--- config.mk ---
export PLATFORM = sky130hd
export DESIGN_NAME = instr_fetch_unit_flat
export DESIGN_NICKNAME = d
export VERILOG_FILES = /design/src/rtl/instr_fetch_unit_if.sv /design/src/rtl/instr_fetch_unit.sv /design/src/flat_wrapper.sv
export SDC_FILE = /design/constraint.sdc
export NUM_CORES = 1
export LEC_CHECK = 0
export ABC_CLOCK_PERIOD_IN_PS = 1800
export CORE_AREA = 5 5 154 119
export DETAILED_ROUTE_END_ITERATION = 8
export DIE_AREA = 0 0 159 124
export PLACE_DENSITY_LB_ADDON = 0.15
export SYNTH_ARGS = -nofsm -noshare
export SYNTH_HDL_FRONTEND = slang
export SYNTH_SLANG_ARGS = --single-unit
--- constraint.sdc ---
create_clock -name CLK -period 1.8 [get_ports CLK]
set_input_delay 0.18 -clock CLK [delete_from_list [all_inputs] [get_ports CLK]]
set_output_delay 0.18 -clock CLK [all_outputs]
set_load 0.02 [all_outputs]
--- src/rtl/instr_fetch_unit_if.sv ---
// Fetch-side bus: instruction-memory handshake, decode feedback and IF/ID outputs.
// The master modport belongs to the fetch unit; the slave modport belongs to memory/decode.
interface instr_fetch_unit_if;
  logic        imemREN;
  logic [31:0] imemaddr;
  logic        ihit;
  logic [31:0] imemload;
  logic        stall;
  logic        redirect;
  logic [31:0] redirect_pc;
  logic        halt;
  logic [31:0] ifid_instr;
  logic [31:0] ifid_npc;
  logic        ifid_valid;
  logic        halted;

  modport master (
    output imemREN, imemaddr, ifid_instr, ifid_npc, ifid_valid, halted,
    input  ihit, imemload, stall, redirect, redirect_pc, halt
  );

  modport slave (
    input  imemREN, imemaddr, ifid_instr, ifid_npc, ifid_valid, halted,
    output ihit, imemload, stall, redirect, redirect_pc, halt
  );
endinterface

--- src/rtl/instr_fetch_unit.sv ---
// Instruction fetch: PC, iREN/ihit handshake, IF/ID register, and a one-entry skid
// that parks a word fetched during a stall so it is delivered without a refetch.
module instr_fetch_unit #(
  parameter logic [31:0] PC_INIT = 32'h0000_0000,
  parameter logic [31:0] PC_STEP = 32'd4
) (
  input logic                 CLK,
  input logic                 nRST,
  instr_fetch_unit_if.master  fu
);

  typedef enum logic {RUN, HALTED} state_t;

  typedef struct packed {
    logic [31:0] instr;
    logic [31:0] npc;
  } fetch_word_t;

  state_t      state_q, state_d;
  logic [31:0] pc_q, pc_d;
  fetch_word_t ifid_q, ifid_d;
  logic        ifid_valid_q, ifid_valid_d;
  fetch_word_t skid_q, skid_d;
  logic        skid_valid_q, skid_valid_d;

  logic        ren;
  logic        fetched;
  fetch_word_t fetch_word;

  // A parked skid word suppresses the request until decode drains it.
  assign ren        = (state_q == RUN) && !skid_valid_q;
  assign fetched    = ren && fu.ihit;
  assign fetch_word = '{instr: fu.imemload, npc: pc_q + PC_STEP};

  assign fu.imemREN    = ren;
  assign fu.imemaddr   = pc_q;
  assign fu.ifid_instr = ifid_q.instr;
  assign fu.ifid_npc   = ifid_q.npc;
  assign fu.ifid_valid = ifid_valid_q;
  assign fu.halted     = (state_q == HALTED);

  always_comb begin
    state_d      = state_q;
    pc_d         = pc_q;
    ifid_d       = ifid_q;
    ifid_valid_d = ifid_valid_q;
    skid_d       = skid_q;
    skid_valid_d = skid_valid_q;
    if (state_q == RUN) begin
      if (fu.halt) begin
        state_d      = HALTED;
        ifid_valid_d = 1'b0;
        skid_d       = '0;
        skid_valid_d = 1'b0;
      end else if (fu.redirect) begin
        // Squash wins over any hit this cycle; IF/ID payload holds even under stall.
        pc_d         = fu.redirect_pc & ~32'd3;
        ifid_valid_d = 1'b0;
        skid_valid_d = 1'b0;
      end else if (!fu.stall) begin
        if (skid_valid_q) begin
          ifid_d       = skid_q;
          ifid_valid_d = 1'b1;
          skid_valid_d = 1'b0;
        end else if (fetched) begin
          ifid_d       = fetch_word;
          ifid_valid_d = 1'b1;
          pc_d         = pc_q + PC_STEP;
        end else begin
          ifid_valid_d = 1'b0;
        end
      end else if (fetched) begin
        skid_d       = fetch_word;
        skid_valid_d = 1'b1;
        pc_d         = pc_q + PC_STEP;
      end
    end
  end

  always_ff @(posedge CLK or negedge nRST) begin
    if (!nRST) begin
      state_q      <= RUN;
      pc_q         <= PC_INIT;
      ifid_q       <= '0;
      ifid_valid_q <= 1'b0;
      skid_q       <= '0;
      skid_valid_q <= 1'b0;
    end else begin
      state_q      <= state_d;
      pc_q         <= pc_d;
      ifid_q       <= ifid_d;
      ifid_valid_q <= ifid_valid_d;
      skid_q       <= skid_d;
      skid_valid_q <= skid_valid_d;
    end
  end

endmodule

--- src/flat_wrapper.sv ---
// flat-port wrapper written by rule: the top's interface ports become plain ports
module instr_fetch_unit_flat 
#(
  parameter logic [31:0] PC_INIT = 32'h0000_0000,
  parameter logic [31:0] PC_STEP = 32'd4
)
  (CLK, nRST, fu_imemREN, fu_imemaddr, fu_ifid_instr, fu_ifid_npc, fu_ifid_valid, fu_halted, fu_ihit, fu_imemload, fu_stall, fu_redirect, fu_redirect_pc, fu_halt);
  instr_fetch_unit_if fu_i ();
  input logic CLK;
  input logic nRST;
  output wire logic [$bits(fu_i.imemREN)-1:0] fu_imemREN;
  output wire logic [$bits(fu_i.imemaddr)-1:0] fu_imemaddr;
  output wire logic [$bits(fu_i.ifid_instr)-1:0] fu_ifid_instr;
  output wire logic [$bits(fu_i.ifid_npc)-1:0] fu_ifid_npc;
  output wire logic [$bits(fu_i.ifid_valid)-1:0] fu_ifid_valid;
  output wire logic [$bits(fu_i.halted)-1:0] fu_halted;
  input wire logic [$bits(fu_i.ihit)-1:0] fu_ihit;
  input wire logic [$bits(fu_i.imemload)-1:0] fu_imemload;
  input wire logic [$bits(fu_i.stall)-1:0] fu_stall;
  input wire logic [$bits(fu_i.redirect)-1:0] fu_redirect;
  input wire logic [$bits(fu_i.redirect_pc)-1:0] fu_redirect_pc;
  input wire logic [$bits(fu_i.halt)-1:0] fu_halt;
  assign fu_imemREN = fu_i.imemREN;
  assign fu_imemaddr = fu_i.imemaddr;
  assign fu_ifid_instr = fu_i.ifid_instr;
  assign fu_ifid_npc = fu_i.ifid_npc;
  assign fu_ifid_valid = fu_i.ifid_valid;
  assign fu_halted = fu_i.halted;
  assign fu_i.ihit = fu_ihit;
  assign fu_i.imemload = fu_imemload;
  assign fu_i.stall = fu_stall;
  assign fu_i.redirect = fu_redirect;
  assign fu_i.redirect_pc = fu_redirect_pc;
  assign fu_i.halt = fu_halt;
  instr_fetch_unit #(.PC_INIT(PC_INIT), .PC_STEP(PC_STEP)) u_core (.CLK(CLK), .nRST(nRST), .fu(fu_i));
endmodule
==> results.toml <==
[status]
status = "complete, no violations"

[critical_path]
worstPathMaxFanout = 5
r2r_cells = 8
path_depth = 8
worst-endpoint-arrival_ps = 2110
cp_num_buf_inv = 2
path_cells = "ha_4 > nand4_1 > buf_4 > nor4_4 > buf_6 > nand2_2 > xor2_2 > o22ai_1"
required_ps = 2110
critical_path.endpoint_type = "flop"
criticalPathCategory = "reg2reg"
critical-path-top-delay-family = "simple AND/OR/NAND/NOR gates"
cp_slowest_cell = "dfrtp_2"
critPathLaunchType = "flop"
critPathMaxStageDelay_ps = 410

[yosys]
yosysWarnings = 0
synth_top_area_share_pct = 53.2
yosys.area_share.simple_pct = 15.1
synth_commonest_cells = "dfrtp_1, o21ai_0, nand2_1, clkbuf_1, a21oi_1"
ys_types = 56
synth-main-ff-cell = "dfrtp_1"
synthArstFlopShare_pct = 100
synthAdderAreaFrac_pct = 0.167
synth_top_family_by_area = "compound AO/OA/AOI/OAI gates"
syn_avg_cell_area_um2 = 10.1
synth_cells = 742
netlist_area_um2 = 7480
ys_seq_area_share_pct = 53.2
synth_edf_count = 0
synth_compound_area_share_pct = 19.0
synth-xor-area-share_pct = 3.28
ys_ff_latch = 159
yosys.area.top_type = "dfrtp_1"
ys_top_cells_by_area = "dfrtp_1, o21ai_0, mux2i_1"
synth_mux_area_share_pct = 5.08
synth_most_common_cell = "dfrtp_1"

[finish]
nets = 1031
diodes = 0
syn_to_final_growth_pct = 43.6
fillCellCount = 1337
drive_above_1_share_pct = 18.7

[placed_design]
place.gp.congestion = 0.884
dp_slack_ps = -232
dp_hpwl_um = 15700
port_buffers = 164

[grt]
grt_max_degree = 107
grt_pass1_vias = 6688
grt_antenna_before_repair = 0
grt_pass1_wl_um = 35400
gr-total-overflow = 0
gr-usage-all-layers_pct = 22.5

[die]
fp.dieW_um = 159
die_y_um = 124
start_util_pct = 45.2
row_count = 41
core_um2 = 16600
die-area_um2 = 19700
boundaryPins = 169

[clocking]
tritoncts = "done"
cts_buffer_depth = 2
clock_sinks = 159
insertion_delay_ps = 430
clk_pin_slew_ps = 60
h-tree-depth = 4
cts_root_buf = "clkbuf_16"
cts_made_buffers = 17

[pwr]
ir_drop_v = 0.000612
power_mw = 9.14
leakagePower_nw = 4.82
power_density_nw_per_um2 = 850

[sta]
fin_worst_skew_ps = 12.0
finalWorstSetupSlack_ps = 1.16
tns_ps = 0
finalHoldViolations = 0
tightest_slew_ps = 603
hold_slack_ps = 127
setup_viol = 0
fin_crit_ps = 1800
min_period_over_period_pct = 99.9
timing.fmax_mhz = 556
drv_slew = 0
slew_headroom_pct = 59.8
rsz0062_at_grt = "true"

[hold_path]
hold_class = "in2async"

[detailed_routing]
viasPerCell = 5.61
ant_nets = 0
vias = 6667
first_pass_iters = 4
route.detailed.drc = 0
drt-total-wl_um = 22300
drt-initial-drc-count = 541
detail_route.wl_per_cell_um = 18.8

[flow_run]
maxCapViolCount = 0
==> final timing paths <==
check                                             startpoint                                  end  slack, ps
setup / recovery           u_core.fu.imemaddr[2]$_DFFE_PN0P_   u_core.fu.ifid_npc[20]$_DFFE_PN0P_          1
hold / removal                                          nRST  u_core.fu.ifid_instr[5]$_DFFE_PN0P_        130
setup reg to reg           u_core.fu.imemaddr[2]$_DFFE_PN0P_   u_core.fu.ifid_npc[20]$_DFFE_PN0P_          1
hold reg to reg                 u_core.skid_q[9]$_DFFE_PN0P_         u_core.skid_q[9]$_DFFE_PN0P_        470
max in group asynchronous                               nRST      u_core.skid_valid_q$_DFFE_PN0P_        870
min in group CLK                           fu_redirect_pc[2]    u_core.fu.imemaddr[2]$_DFFE_PN0P_        340
==> layer usage <==
metal	routed length [µm]	vias to the layer above	global-route usage [%]	part of all wire, %
met5	0	-	0	0
met4	355	0	8.47	1.6
li1	-	3106	-	-
met3	1240	32	4.33	5.5
met1	9730	3340	30.4	44
met2	11000	189	36.7	49
==> metrics by stage <==
stage / std cells / cell area, µm² / util [%]
finish: 1188 / 10800 / 64.9
global route: 1188 / 10800 / 64.9
CTS: 1183 / 10600 / 63.8
detailed placement: 1148 / 9940 / 60.0
global placement: 1148 / 9940 / 60.0
floorplan: 743 / 7530 / -
==> power by group <==
part | switching (mW) | internal (mW) | total (mW)
logic | 0.816 | 0.762 | 1.58
registers | 0.145 | 3.77 | 3.91
clock network | 1.49 | 2.16 | 3.65
total | 2.45 | 6.69 | 9.14
==> worst reg2reg max path: stages (launching register included) <==
cell	delay, ps
dfrtp_2	410
ha_4	160
nand4_1	120
buf_4	170
nor4_4	250
buf_6	180
nand2_2	90
xor2_2	220
o22ai_1	100
==> timing repair <==
action	in CTS	in global routing
endpoints found under the hold margin	159	0
resized for setup	10	44
hold buffers	1	0
pin swaps	4	19
endpoints found under the setup margin	22	54
setup buffers	2	5
==> flip-flops by register name, summed over array words and instances (netlist names) <==
signal,cells
u_core.fu.halted,1
u_core.fu.ifid_instr,32
u_core.fu.ifid_npc,31
u_core.fu.ifid_valid,1
u_core.fu.imemaddr,30
u_core.skid_q,63
u_core.skid_valid_q,1
==> cells by family after synthesis <==
family	after synthesis
AOI/OAI and AO/OA	232
and+or+nand+nor	220
DFF	159
buffers and inverters	63
muxes	38
xor gates and xnor gates	28
adders and majority gates	1
other	1
==> cell type report <==
cell class	count	area, µm²	share of cell area, %
Clock buffer	21	470	4.38
Clock inverter	11	129	1.20
Sequential cell	159	4000	37.2
Inverter	3	11.3	0.105
Timing Repair Buffer	258	2500	23.2
Tap cell	215	269	2.50
Multi-Input combinational cell	521	3380	31.4
==> layout by cell type (no fill, tap or decap), drive strengths merged, types with 13 or more instances in the layout <==
| cell | n |
|---|---|
| o22ai | 17 |
| clkdlybuf4s50 | 148 |
| dfrtp | 159 |
| mux2i | 38 |
| nand4 | 13 |
| buf | 94 |
| o21ai | 101 |
| xor2 | 13 |
| and3 | 18 |
| nand2 | 97 |
| xnor2 | 15 |
| a22o | 36 |
| clkbuf | 22 |
| nand3 | 25 |
| a21oi | 46 |
| nor2 | 35 |
Power figures use the tool's default switching activity.
